`config.mk`:
```
export PLATFORM = sky130hd
export DESIGN_NAME = l2_plru_replace
export DESIGN_NICKNAME = d
export VERILOG_FILES = /design/src/rtl/l2_plru_replace.sv
export SDC_FILE = /design/constraint.sdc
export NUM_CORES = 1
export LEC_CHECK = 0
export ABC_AREA = 1
export ABC_CLOCK_PERIOD_IN_PS = 1000
export CAP_MARGIN = 20
export CORE_ASPECT_RATIO = 1.2
export CORE_MARGIN = 4
export CORE_UTILIZATION = 49
export CTS_BUF_LIST = sky130_fd_sc_hd__clkbuf_4 sky130_fd_sc_hd__clkbuf_8
export CTS_CLUSTER_DIAMETER = 200
export DETAILED_ROUTE_END_ITERATION = 10
export PLACE_DENSITY = 0.72
export SYNTH_ARGS = -nofsm -noshare
export SYNTH_HDL_FRONTEND = slang
export SYNTH_SLANG_ARGS = --single-unit
```
`constraint.sdc`:
```
create_clock -name clk -period 1 [get_ports clk]
set_input_delay 0.2 -clock clk [delete_from_list [all_inputs] [get_ports clk]]
set_output_delay 0.2 -clock clk [all_outputs]
set_load 0.03 [all_outputs]
```
`src/rtl/l2_plru_replace.sv`:
```
// l2_plru_replace
//
// Per-set tree pseudo-LRU replacement tracker for the 4-way L2 cache.
// Every hit and every completed fill makes the touched way most-recently-used
// in its set. A lookup that misses produces a registered victim one cycle
// later. The victim is computed from the set's PLRU bits as they were before
// any update in that cycle.
//
// Each set holds three PLRU bits {b0,b1,b2}, stored as bit2=b0, bit1=b1,
// bit0=b2:
//   b0 : 0 = victim in the left pair (ways 0/1), 1 = victim in the right pair (ways 2/3)
//   b1 : victim within the left pair (0 = way0, 1 = way1)
//   b2 : victim within the right pair (0 = way2, 1 = way3)
//
// Optional feature, macro L2_INVALID_FIRST_EN:
//   When defined, a miss in a set that has an invalid way picks the
//   lowest-index invalid way. When undefined, valid0..valid3 are unused.
//
// Ports:
//   clk, rst_n            clock; asynchronous active-low reset
//   lookup_valid/_index   tag lookup presented this cycle, and its set index
//   hit0..hit3            one-hot hit vector (several set = lowest way wins)
//   valid0..valid3        valid bits of the indexed set's ways
//   fill_valid/_index/_way  completed line fill (set and way)
//   victim_valid          one-cycle pulse, one cycle after a missing lookup
//   victim_way            encoded victim way (holds while victim_valid=0)
//   victim_onehot         one-hot form of victim_way
module l2_plru_replace #(
    parameter int INDEX_W = 3
) (
    input  logic               clk,
    input  logic               rst_n,
    input  logic               lookup_valid,
    input  logic [INDEX_W-1:0] lookup_index,
    input  logic               hit0,
    input  logic               hit1,
    input  logic               hit2,
    input  logic               hit3,
    input  logic               valid0,
    input  logic               valid1,
    input  logic               valid2,
    input  logic               valid3,
    input  logic               fill_valid,
    input  logic [INDEX_W-1:0] fill_index,
    input  logic [1:0]         fill_way,
    output logic               victim_valid,
    output logic [1:0]         victim_way,
    output logic [3:0]         victim_onehot
);

    localparam int NSETS = 1 << INDEX_W;

    // All sets in one packed vector so that reset clears every set in a
    // single process, with no dependence on clk.
    logic [NSETS*3-1:0] plru_reg;
    logic [NSETS*3-1:0] plru_next;
    logic [2:0]         set_state [NSETS];

    logic               victim_valid_reg;
    logic [1:0]         victim_way_reg;
    logic [3:0]         victim_onehot_reg;

    logic [3:0]         hit_vec;
    logic               any_hit;
    logic [1:0]         hit_way;
    logic               miss;
    logic [2:0]         cur_plru;
    logic [1:0]         victim_way_next;

    // Access update: make way w the most-recently-used way. Bits that the
    // update does not touch keep their value.
    function automatic logic [2:0] touch(input logic [2:0] p, input logic [1:0] w);
        logic [2:0] t;
        t = p;
        case (w)
            2'd0: t = {1'b1, 1'b1, p[0]};
            2'd1: t = {1'b1, 1'b0, p[0]};
            2'd2: t = {1'b0, p[1], 1'b1};
            default: t = {1'b0, p[1], 1'b0};
        endcase
        return t;
    endfunction

    assign hit_vec = {hit3, hit2, hit1, hit0};
    assign any_hit = |hit_vec;
    assign miss    = lookup_valid && !any_hit;

    // Several hits resolve to the lowest-index way, matching the priority
    // of the hit detector.
    always_comb begin
        hit_way = 2'd3;
        if (hit_vec[0])
            hit_way = 2'd0;
        else if (hit_vec[1])
            hit_way = 2'd1;
        else if (hit_vec[2])
            hit_way = 2'd2;
    end

    generate
        for (genvar gi = 0; gi < NSETS; gi++) begin : g_set
            logic [2:0] set_next;

            assign set_state[gi] = plru_reg[gi*3 +: 3];

            // The hit update is applied first and the fill update second,
            // so the fill wins on any bit that both of them touch.
            always_comb begin
                set_next = plru_reg[gi*3 +: 3];
                if (lookup_valid && any_hit && lookup_index == INDEX_W'(gi))
                    set_next = touch(set_next, hit_way);
                if (fill_valid && fill_index == INDEX_W'(gi))
                    set_next = touch(set_next, fill_way);
            end

            assign plru_next[gi*3 +: 3] = set_next;
        end
    endgenerate

    // Victim selection reads the state before this cycle's update.
    assign cur_plru = set_state[lookup_index];

`ifdef L2_INVALID_FIRST_EN
    always_comb begin
        victim_way_next = cur_plru[2] ? (cur_plru[0] ? 2'd3 : 2'd2)
                                      : (cur_plru[1] ? 2'd1 : 2'd0);
        if (!valid0)
            victim_way_next = 2'd0;
        else if (!valid1)
            victim_way_next = 2'd1;
        else if (!valid2)
            victim_way_next = 2'd2;
        else if (!valid3)
            victim_way_next = 2'd3;
    end
`else
    // The valid bits only matter when the invalid-first policy is built in.
    logic unused_valid;
    assign unused_valid = &{1'b0, valid0, valid1, valid2, valid3};

    always_comb begin
        victim_way_next = cur_plru[2] ? (cur_plru[0] ? 2'd3 : 2'd2)
                                      : (cur_plru[1] ? 2'd1 : 2'd0);
    end
`endif

    always_ff @(posedge clk or negedge rst_n) begin
        if (!rst_n) begin
            plru_reg          <= '0;
            victim_valid_reg  <= 1'b0;
            victim_way_reg    <= 2'd0;
            victim_onehot_reg <= 4'b0000;
        end else begin
            plru_reg         <= plru_next;
            victim_valid_reg <= miss;
            // The victim fields only change when a miss occurs, so they
            // hold their last value between pulses.
            if (miss) begin
                victim_way_reg    <= victim_way_next;
                victim_onehot_reg <= 4'b0001 << victim_way_next;
            end
        end
    end

    assign victim_valid  = victim_valid_reg;
    assign victim_way    = victim_way_reg;
    assign victim_onehot = victim_onehot_reg;

endmodule
```
==> impl_metrics.env, run 1 <==
export IMPL_grtUsageTotal=0.271
export IMPL_place_worst_setup_slack_ns=-0.828
export IMPL_num_nets_final=419
export IMPL_die_area_um2=5370
export IMPL_post_synth_and_or_nand_nor_area_fraction=0.403
export IMPL_yosys_top_cells_area="sky130_fd_sc_hd__dfrtp_1, sky130_fd_sc_hd__nand2_1, sky130_fd_sc_hd__nand3_1"
export IMPL_setup_ws_ns=-0.0879
export IMPL_required_ns=1.17
export IMPL_cts_inserted_buffers=5
export IMPL_synthXorXnorAreaFrac=0
export IMPL_route_antenna_remaining_nets=0
export IMPL_largest_register_ffs=24
export IMPL_cts_hold_buffers=0
export IMPL_die_width_um=67.6
export IMPL_dp_hpwl_um=4210
export IMPL_synthesis_yosys_warnings=0
export IMPL_final_max_tran_viols=0
export IMPL_globalplace_congestion=0.870
export IMPL_power_per_cell_area_nw_per_um2=1420
export IMPL_yosys_mux_area_fraction=0
export IMPL_initial_utilization=0.517
export IMPL_max_vdd_ir_drop_uv=1120
export IMPL_tritoncts="built"
export IMPL_clockPowerShare=0.243
export IMPL_yosys_register_bits=31
export IMPL_post_synthesis_average_cell_area_um2=6.54
export IMPL_clk_transition_reported_paths_ns=0.07
export IMPL_power_share_sequential=0.366
export IMPL_worst_r2r_endpoint="victim_way[0]$_DFFE_PN0P_"
export IMPL_timing_worst_slew_pin_value_ns=0.226
export IMPL_result_of_the_run="finished with violations"
export IMPL_rows=25
export IMPL_r2r_cells=8
export IMPL_critical_path_reg2reg_startpoint="plru_reg[13]$_DFF_PN0_"
export IMPL_combPwrFrac=0.390
export IMPL_layout_cells_most_common_list="sky130_fd_sc_hd__nand2_1, sky130_fd_sc_hd__buf_4, sky130_fd_sc_hd__dfrtp_1"
export IMPL_max_slew_margin=0.847
export IMPL_count_of_port_buffers_added_during_placement=22
export IMPL_regToRegSetupSlack_ns=-0.09
export IMPL_post_route_drc_count=0
export IMPL_period_needed_ns=1.09
export IMPL_power_net_switching_mw=1.65
export IMPL_clock_tree_htree_level_count=2
export IMPL_failed_checks="setup timing"
export IMPL_worstHoldPathType="in -> async"
export IMPL_worst_setup_path_type="reg -> reg"
export IMPL_die_height_um=79.5
export IMPL_post_synth_instance_area_um2=2090
export IMPL_power_internal_mw=3.06
export IMPL_antenna_violations_before_repair=0
export IMPL_power_mw=4.70
export IMPL_totalWireLength_um=7490
export IMPL_synth_top_family_by_area="simple AND/OR/NAND/NOR gates"
export IMPL_fmaxAchievable_mhz=919
export IMPL_drv_max_cap_violation_count=0
export IMPL_crit_path_end_kind="flop"
export IMPL_mean_routed_wirelength_per_cell_um=16.5
export IMPL_cp_endpoint="victim_way[0]$_DFFE_PN0P_"
export IMPL_startpoint_type="flop"
export IMPL_grt_max_degree=32
export IMPL_timing_critical_path_from="plru_reg[13]$_DFF_PN0_"
export IMPL_global_route_overflow_total=0
export IMPL_design_core_area_um2=4040
export IMPL_synth_top_cell_area_share=0.372
export IMPL_insertion_delay_ns=0.28
export IMPL_grt_pass1_wl_um=11000
export IMPL_timing_final_crit_share=1.09
export IMPL_rsz_0062_raised_after_global_routing="true"
export IMPL_ys_seq_area_frac=0.372
export IMPL_detail_route_vias_per_cell=5.66
export IMPL_synthesized_nets=339
export IMPL_final_cells=454
export IMPL_clockBufferDepth=2
export IMPL_first_iter_violations=201
export IMPL_hold_viol=0
export IMPL_antenna_diode_count=0
export IMPL_setup_skew_after_layout_ns=0.00420
export IMPL_syn_inst=319
export IMPL_synth_lib_cells_used_distinct=23
export IMPL_library_cell_with_the_largest_summed_area_after_synthesis="sky130_fd_sc_hd__dfrtp_1"
export IMPL_final_setup_viol_count=14
export IMPL_share_of_cells_above_drive_strength_1=0.403
export IMPL_route_vias_total=2568
export IMPL_area_growth_pct=58.5
export IMPL_number_of_iterations_in_the_first_detailed_routing_pass=5
export IMPL_number_of_global_route_vias_before_repair=2516
export IMPL_leakage_power_figure_nw=1.63
export IMPL_clkSinkCount=31
export IMPL_switching_power_as_a_share_of_total_power=0.351
export IMPL_final_common_cell="sky130_fd_sc_hd__nand2_1"
export IMPL_io_pins=27
export IMPL_numPlacedInstances=427
export IMPL_compound_cell_area_share_of_the_yosys_netlist=0.122
export IMPL_cts_root_buffer="sky130_fd_sc_hd__clkbuf_8"
export IMPL_timing_critical_path_fanout_max=2
export IMPL_arrival_ns=1.26
export IMPL_synthAdderAreaFrac=0
-- cells in the mapped netlist, drive strengths merged --
| cell type | number |
|---|---|
| nand4 | 4 |
| nand2 | 133 |
| nand3 | 29 |
| clkbuf | 2 |
| o21ai | 26 |
| dfrtp | 31 |
| inv | 33 |
| nor2 | 31 |
| o211ai | 1 |
| a31oi | 4 |
| a21oi | 16 |
| buf | 9 |
-- power by group through the flow --
stage | Sequential, mW | Clock, mW | Combinational [mW]
after floorplan | 1.80 | 0 | 0.729
after global placement | 1.72 | 0 | 1.38
after detailed placement | 1.72 | 0 | 1.40
after CTS | 1.70 | 1.15 | 1.58
after global routing | 1.75 | 1.20 | 2.00
final | 1.72 | 1.15 | 1.84
-- per-layer routing --
layer	track usage	wire length (um)	vias up
li1	-	-	1174
met1	0.305	2700	1187
met2	0.462	3770	161
met3	0.0535	614	46
met4	0.160	409	0
met5	0	0	-
-- worst max-delay path: stages (launching register included) --
cell and delay [ns]:
sky130_fd_sc_hd__dfrtp_1 0.41, sky130_fd_sc_hd__nand2_1 0.07, sky130_fd_sc_hd__nand2_1 0.07, sky130_fd_sc_hd__nand2_1 0.08
sky130_fd_sc_hd__nand2_1 0.06, sky130_fd_sc_hd__nand2_2 0.07, sky130_fd_sc_hd__nand2_2 0.07, sky130_fd_sc_hd__nand3_2 0.08
sky130_fd_sc_hd__nand3_2 0.07
-- worst min-delay path by stage --
stage | startpoint | endpoint | cells after the start
after floorplan | rst_n | plru_reg[0]$_DFF_PN0_ | 0
after global placement | victim_way[1]$_DFFE_PN0P_ | victim_way[1]$_DFFE_PN0P_ | 2
after detailed placement | victim_way[1]$_DFFE_PN0P_ | victim_way[1]$_DFFE_PN0P_ | 2
after CTS | rst_n | plru_reg[4]$_DFF_PN0_ | 2
after global routing | rst_n | plru_reg[4]$_DFF_PN0_ | 2
final | rst_n | plru_reg[16]$_DFF_PN0_ | 2
-- kinds of logic after synthesis --
family / Yosys count
compound gates: 47
simple gates: 197
buf+inv: 44
flops: 31
-- per-stage QoR --
stage                     hold slack (ns)  area [um^2]  setup TNS, ns  utilization
after floorplan                   -0.0956         2140          -1.17            -
after global placement              0.467         2680         -20.95        0.665
after detailed placement            0.469         2680         -21.41        0.665
after CTS                           0.291         3090         -0.270        0.767
after global routing                0.292         3310          -1.24        0.820
final                               0.281         3310         -0.447        0.820
-- cell type report --
| type | count | area [um^2] |
|---|---|---|
| sequential | 31 | 776 |
| multi-input combinational | 244 | 1400 |
| fill | 263 | 728 |
| tap | 54 | 67.6 |
| inverter | 33 | 149 |
| timing repair buffer | 84 | 813 |
| clock buffer | 8 | 104 |
-- what timing repair did --
item	4_1_cts	5_1_grt
resized for setup	99	70
endpoints found under the hold margin	0	0
setup endpoints to repair	38	37
cloned	2	0
setup buffers	11	6
pin swaps	30	30
No activity file was read; power rests on OpenSTA's default activity.
==> run 2, diff against run 1 <==
--- a/config.mk
+++ b/config.mk
@@ -6,7 +6,7 @@
 export NUM_CORES = 1
 export LEC_CHECK = 0
 export ABC_AREA = 1
-export ABC_CLOCK_PERIOD_IN_PS = 1000
+export ABC_CLOCK_PERIOD_IN_PS = 1100
 export CAP_MARGIN = 20
 export CORE_ASPECT_RATIO = 1.2
 export CORE_MARGIN = 4
==> constraint.sdc (replaced) <==
create_clock -name clk -period 1.1 [get_ports clk]
set_input_delay 0.22 -clock clk [delete_from_list [all_inputs] [get_ports clk]]
set_output_delay 0.22 -clock clk [all_outputs]
set_load 0.03 [all_outputs]
==> impl_metrics.env, run 2 (synthesized netlist as in run 1, its figures left out) <==
export IMPL_insertion_delay_ns=0.29
export IMPL_grtUsageTotal=0.266
export IMPL_antenna_diode_count=0
export IMPL_first_iter_violations=177
export IMPL_clkSinkCount=31
export IMPL_final_common_cell="sky130_fd_sc_hd__nand2_1"
export IMPL_cts_hold_buffers=0
export IMPL_crit_top_cell="sky130_fd_sc_hd__nand2_1"
export IMPL_num_nets_final=409
export IMPL_worst_setup_path_type="reg -> reg"
export IMPL_die_area_um2=5370
export IMPL_power_share_sequential=0.416
export IMPL_number_of_global_route_vias_before_repair=2364
export IMPL_final_setup_viol_count=0
export IMPL_cpMaxStageDelayCell="sky130_fd_sc_hd__dfrtp_1"
export IMPL_arrival_ns=1.25
export IMPL_number_of_iterations_in_the_first_detailed_routing_pass=4
export IMPL_route_vias_total=2348
export IMPL_worst_hold_slack_ns=0.301
export IMPL_power_internal_mw=2.45
export IMPL_die_height_um=79.5
export IMPL_count_of_port_buffers_added_during_placement=22
export IMPL_result_of_the_run="complete, no violations"
export IMPL_fmaxAchievable_mhz=929
export IMPL_final_max_tran_viols=0
export IMPL_required_ns=1.27
export IMPL_globalplace_congestion=0.892
export IMPL_initial_utilization=0.517
export IMPL_clockBufferDepth=2
export IMPL_timing_critical_path_fanout_max=3
export IMPL_design_core_area_um2=4040
export IMPL_die_width_um=67.6
export IMPL_tritoncts="built"
export IMPL_clockPowerShare=0.244
export IMPL_cts_inserted_buffers=5
export IMPL_max_slew_margin=0.854
export IMPL_antenna_violations_before_repair=0
export IMPL_cts_root_buffer="sky130_fd_sc_hd__clkbuf_8"
export IMPL_regToRegSetupSlack_ns=0.02
export IMPL_final_cells=444
export IMPL_drv_max_cap_violation_count=0
export IMPL_clock_tree_htree_level_count=2
export IMPL_share_of_cells_above_drive_strength_1=0.328
export IMPL_mean_routed_wirelength_per_cell_um=14.3
export IMPL_io_pins=27
export IMPL_cpLargestDelayFamily="simple AND/OR/NAND/NOR gates"
export IMPL_setup_skew_after_layout_ns=0.00406
export IMPL_timing_final_crit_share=0.978
export IMPL_area_growth_pct=42.0
export IMPL_layout_cells_most_common_list="sky130_fd_sc_hd__nand2_1, sky130_fd_sc_hd__buf_4, sky130_fd_sc_hd__dfrtp_1"
export IMPL_hold_viol=0
export IMPL_largest_register_ffs=24
export IMPL_timing_worst_slew_pin_value_ns=0.216
export IMPL_r2r_cells=8
export IMPL_startpoint_type="flop"
export IMPL_power_net_switching_mw=1.36
export IMPL_combPwrFrac=0.341
export IMPL_fin_tns_setup_ns=0
export IMPL_dp_hpwl_um=4300
export IMPL_worstPathCellList="nand2_1, nand2_1, nand2_1, nand2_1, nand2_1, nand2_2, nand3_2, nand3_1"
export IMPL_worst_r2r_endpoint="victim_way[0]$_DFFE_PN0P_"
export IMPL_leakage_power_figure_nw=1.51
export IMPL_max_vdd_ir_drop_uv=661
export IMPL_post_route_drc_count=0
export IMPL_power_per_cell_area_nw_per_um2=1290
export IMPL_grt_max_degree=32
export IMPL_totalWireLength_um=6350
export IMPL_rows=25
export IMPL_global_route_overflow_total=0
export IMPL_timing_critical_path_slowest_cell_delay_ns=0.41
export IMPL_grt_pass1_wl_um=10700
export IMPL_period_needed_ns=1.08
export IMPL_route_antenna_remaining_nets=0
export IMPL_detail_route_vias_per_cell=5.29
export IMPL_critical_path_reg2reg_startpoint="plru_reg[3]$_DFF_PN0_"
export IMPL_switching_power_as_a_share_of_total_power=0.357
export IMPL_clk_transition_reported_paths_ns=0.07
export IMPL_worstHoldPathType="in -> async"
export IMPL_crit_path_end_kind="flop"
export IMPL_rsz_0062_raised_after_global_routing="true"
export IMPL_numPlacedInstances=426
export IMPL_crit_buf_inv=0
[run 2: changes by cell type in the layout (fill, tap and decap cells not counted), sizes merged]
cell / change
buf: -12
clkbuf: -1
clkdlybuf4s15: -1
clkdlybuf4s50: +1
clkinv: +1
dlygate4sd2: +2
[run 2: cell type report]
type,count,area (um^2)
multi-input cells,244,1250
fillers,312,1070
flip-flops and latches,31,776
repair buffers,74,651
inverters,33,131
clock buffers,7,83.8
well taps,54,67.6
clock inverters,1,5.00
[run 2: metal layers]
layer	GRT usage	share of wire	up-vias
met3	0.0549	0.068	23
met1	0.304	0.39	1088
met2	0.462	0.51	80
met4	0.120	0.032	0
met5	0	0	-
li1	-	-	1157
[run 2: timing repair]
item | 4_1_cts | 5_1_grt
hold endpoints to repair | 0 | 0
cloned | 3 | 0
resized for setup | 59 | 34
buffers inserted | 5 | 3
pin swaps | 9 | 18
endpoints found under the setup margin | 31 | 28
[run 2: power groups by stage]
stage	Clock (mW)	Combinational, mW	Sequential, mW
4_1_cts	0.935	1.22	1.57
6_report	0.929	1.30	1.58
2_1_floorplan	0	0.643	1.63
3_3_place_gp	0	1.11	1.59
3_5_place_dp	0	1.13	1.59
5_1_grt	1.01	1.46	1.61
[run 2: stage by stage]
| stage | utilization | setup slack (ns) | power [mW] | instance area (um^2) |
|---|---|---|---|---|
| detailed placement | 0.652 | -0.694 | 2.72 | 2630 |
| finish | 0.735 | 0.0241 | 3.81 | 2960 |
| CTS | 0.721 | 0.00281 | 3.72 | 2910 |
| global route | 0.735 | -0.0313 | 4.07 | 2960 |
| global placement | 0.652 | -0.678 | 2.70 | 2630 |
| floorplan | - | -0.00284 | 2.27 | 2100 |
[run 2: worst max path at each step]
stage	from	to	cells after the start
after floorplan	lookup_index[0]	plru_reg[13]$_DFF_PN0_	8
after global placement	hit0	plru_reg[9]$_DFF_PN0_	7
after detailed placement	hit1	plru_reg[0]$_DFF_PN0_	9
after CTS	hit2	plru_reg[6]$_DFF_PN0_	10
after global routing	plru_reg[6]$_DFF_PN0_	victim_way[0]$_DFFE_PN0P_	8
final	plru_reg[3]$_DFF_PN0_	victim_way[0]$_DFFE_PN0P_	8
[run 2: worst reg2reg max path, stage by stage (launching register included)]
cell and delay, ns:
sky130_fd_sc_hd__dfrtp_1 0.41, sky130_fd_sc_hd__nand2_1 0.09, sky130_fd_sc_hd__nand2_1 0.07, sky130_fd_sc_hd__nand2_1 0.08, sky130_fd_sc_hd__nand2_1 0.05, sky130_fd_sc_hd__nand2_1 0.06
sky130_fd_sc_hd__nand2_2 0.07, sky130_fd_sc_hd__nand3_2 0.07, sky130_fd_sc_hd__nand3_1 0.06
==> run 3, diff against run 2 <==
--- a/config.mk
+++ b/config.mk
@@ -18,3 +18,4 @@
 export SYNTH_ARGS = -nofsm -noshare
 export SYNTH_HDL_FRONTEND = slang
 export SYNTH_SLANG_ARGS = --single-unit
+export TNS_END_PERCENT = 30
==> impl_metrics.env, run 3 (synthesized netlist as in run 1, its figures left out) <==
export IMPL_cts_inserted_buffers=5
export IMPL_fmaxAchievable_mhz=927
export IMPL_antenna_diode_count=0
export IMPL_initial_utilization=0.517
export IMPL_result_of_the_run="complete, no violations"
export IMPL_final_setup_viol_count=0
export IMPL_worstPathCellList="nand2_1, nand2_1, nand2_1, nand2_1, nand2_1, nand2_2, nand3_2, nand3_2"
export IMPL_route_vias_total=2317
export IMPL_design_core_area_um2=4040
export IMPL_required_ns=1.28
export IMPL_post_route_drc_count=0
export IMPL_final_design_area_excluding_fillers_um2=2970
export IMPL_timing_critical_path_slowest_cell_delay_ns=0.40
export IMPL_cts_root_buffer="sky130_fd_sc_hd__clkbuf_8"
export IMPL_final_common_cell="sky130_fd_sc_hd__nand2_1"
export IMPL_drv_max_cap_violation_count=0
export IMPL_largest_register_ffs=24
export IMPL_timing_worst_slew_pin_value_ns=0.257
export IMPL_clkSinkCount=31
export IMPL_leakage_power_figure_nw=1.52
export IMPL_number_of_global_route_vias_before_repair=2240
export IMPL_cpMaxStageDelayCell="sky130_fd_sc_hd__dfrtp_1"
export IMPL_placed_area_um2=2640
export IMPL_detail_route_vias_per_cell=5.25
export IMPL_hold_viol=0
export IMPL_worst_setup_path_type="reg -> reg"
export IMPL_post_route_util=0.736
export IMPL_route_antenna_remaining_nets=0
export IMPL_period_needed_ns=1.08
export IMPL_max_vdd_ir_drop_uv=831
export IMPL_io_pins=27
export IMPL_setup_skew_after_layout_ns=0.00656
export IMPL_dp_hpwl_um=4370
export IMPL_arrival_ns=1.26
export IMPL_worstHoldPathType="in -> async"
export IMPL_number_of_iterations_in_the_first_detailed_routing_pass=5
export IMPL_num_nets_final=407
export IMPL_totalWireLength_um=6230
export IMPL_area_growth_pct=42.3
export IMPL_rows=25
export IMPL_share_of_cells_above_drive_strength_1=0.344
export IMPL_globalplace_congestion=0.971
export IMPL_power_per_cell_area_nw_per_um2=1280
export IMPL_clk_transition_reported_paths_ns=0.07
export IMPL_layout_cells_most_common_list="sky130_fd_sc_hd__nand2_1, sky130_fd_sc_hd__buf_4, sky130_fd_sc_hd__dfrtp_1"
export IMPL_crit_path_end_kind="flop"
export IMPL_die_area_um2=5370
export IMPL_count_of_port_buffers_added_during_placement=22
export IMPL_timing_critical_path_fanout_max=2
export IMPL_worst_hold_slack_ns=0.293
export IMPL_final_cells=441
export IMPL_grt_pass1_wl_um=10400
export IMPL_first_iter_violations=195
export IMPL_global_route_overflow_total=0
export IMPL_tritoncts="built"
export IMPL_insertion_delay_ns=0.29
export IMPL_clockBufferDepth=2
export IMPL_power_mw=3.80
export IMPL_mean_routed_wirelength_per_cell_um=14.1
export IMPL_antenna_violations_before_repair=0
export IMPL_final_max_tran_viols=0
export IMPL_crit_top_cell="sky130_fd_sc_hd__nand2_1"
export IMPL_grtUsageTotal=0.255
export IMPL_timing_final_crit_share=0.981
export IMPL_numPlacedInstances=427
export IMPL_startpoint_type="flop"
export IMPL_rsz_0062_raised_after_global_routing="true"
export IMPL_die_height_um=79.5
export IMPL_cts_hold_buffers=0
export IMPL_clock_tree_htree_level_count=2
export IMPL_grt_max_degree=32
export IMPL_max_slew_margin=0.829
export IMPL_die_width_um=67.6
run 3: cell count changes in the layout (fill, tap and decap cells not counted), sizes merged:
cell and delta:
buf -4, bufbuf +1, clkinv +1, dlygate4sd2 -1, dlymetal6s2s +1, inv -1
run 3: repair_timing:
| item | 4_1_cts | 5_1_grt |
|---|---|---|
| cloned | 1 | 0 |
| endpoints found under the setup margin | 31 | 29 |
| pin swaps | 7 | 20 |
| resized for setup | 52 | 50 |
| setup buffers | 4 | 2 |
run 3: layout make-up:
cell class,count,area (um^2)
Timing Repair Buffer,72,623
Inverter,33,129
Clock inverter,1,5.00
Fill cell,318,1060
Clock buffer,6,82.6
Sequential cell,31,776
Tap cell,54,67.6
Multi-Input combinational cell,244,1290
run 3: power by group:
part	internal, mW	switching [mW]	leakage (nW)
clock network	0.490	0.442	0.0470
logic	0.553	0.745	1.09
registers	1.40	0.168	0.382
run 3: per-layer routing:
| metal | wire length [um] | track usage |
|---|---|---|
| met5 | 0 | 0 |
| met4 | 171 | 0.0710 |
| met3 | 417 | 0.0408 |
| met2 | 3080 | 0.441 |
| met1 | 2560 | 0.321 |
run 3: metrics by stage:
stage                     setup slack, ns  setup TNS, ns
final                              0.0208              0
after global routing              -0.0592         -0.296
after CTS                         -0.0422         -0.197
after detailed placement           -0.758         -19.00
after global placement             -0.746         -18.16
after floorplan                  -0.00638        -0.0135
run 3: final timing paths:
| path | start | to | slack (ns) | depth (start not counted) |
|---|---|---|---|---|
| max | plru_reg[5]$_DFFE_PN0P_ | victim_way[0]$_DFFE_PN0P_ | 0.02 | 8 |
| min | rst_n | plru_reg[4]$_DFF_PN0_ | 0.29 | 2 |
| max reg2reg | plru_reg[5]$_DFFE_PN0P_ | victim_way[0]$_DFFE_PN0P_ | 0.02 | 8 |
| min reg2reg | victim_onehot[2]$_DFFE_PN0P_ | victim_onehot[2]$_DFFE_PN0P_ | 0.48 | 2 |
| max in group asynchronous | rst_n | plru_reg[6]$_DFF_PN0_ | 0.63 | 2 |
| min in group clk | fill_valid | plru_reg[18]$_DFF_PN0_ | 0.34 | 5 |
run 3: worst max-delay path, delay by kind of cell, from the launching register on:
family	cells	cell delay, ns
flip-flops	1	0.40
AND/OR/NAND/NOR	8	0.58
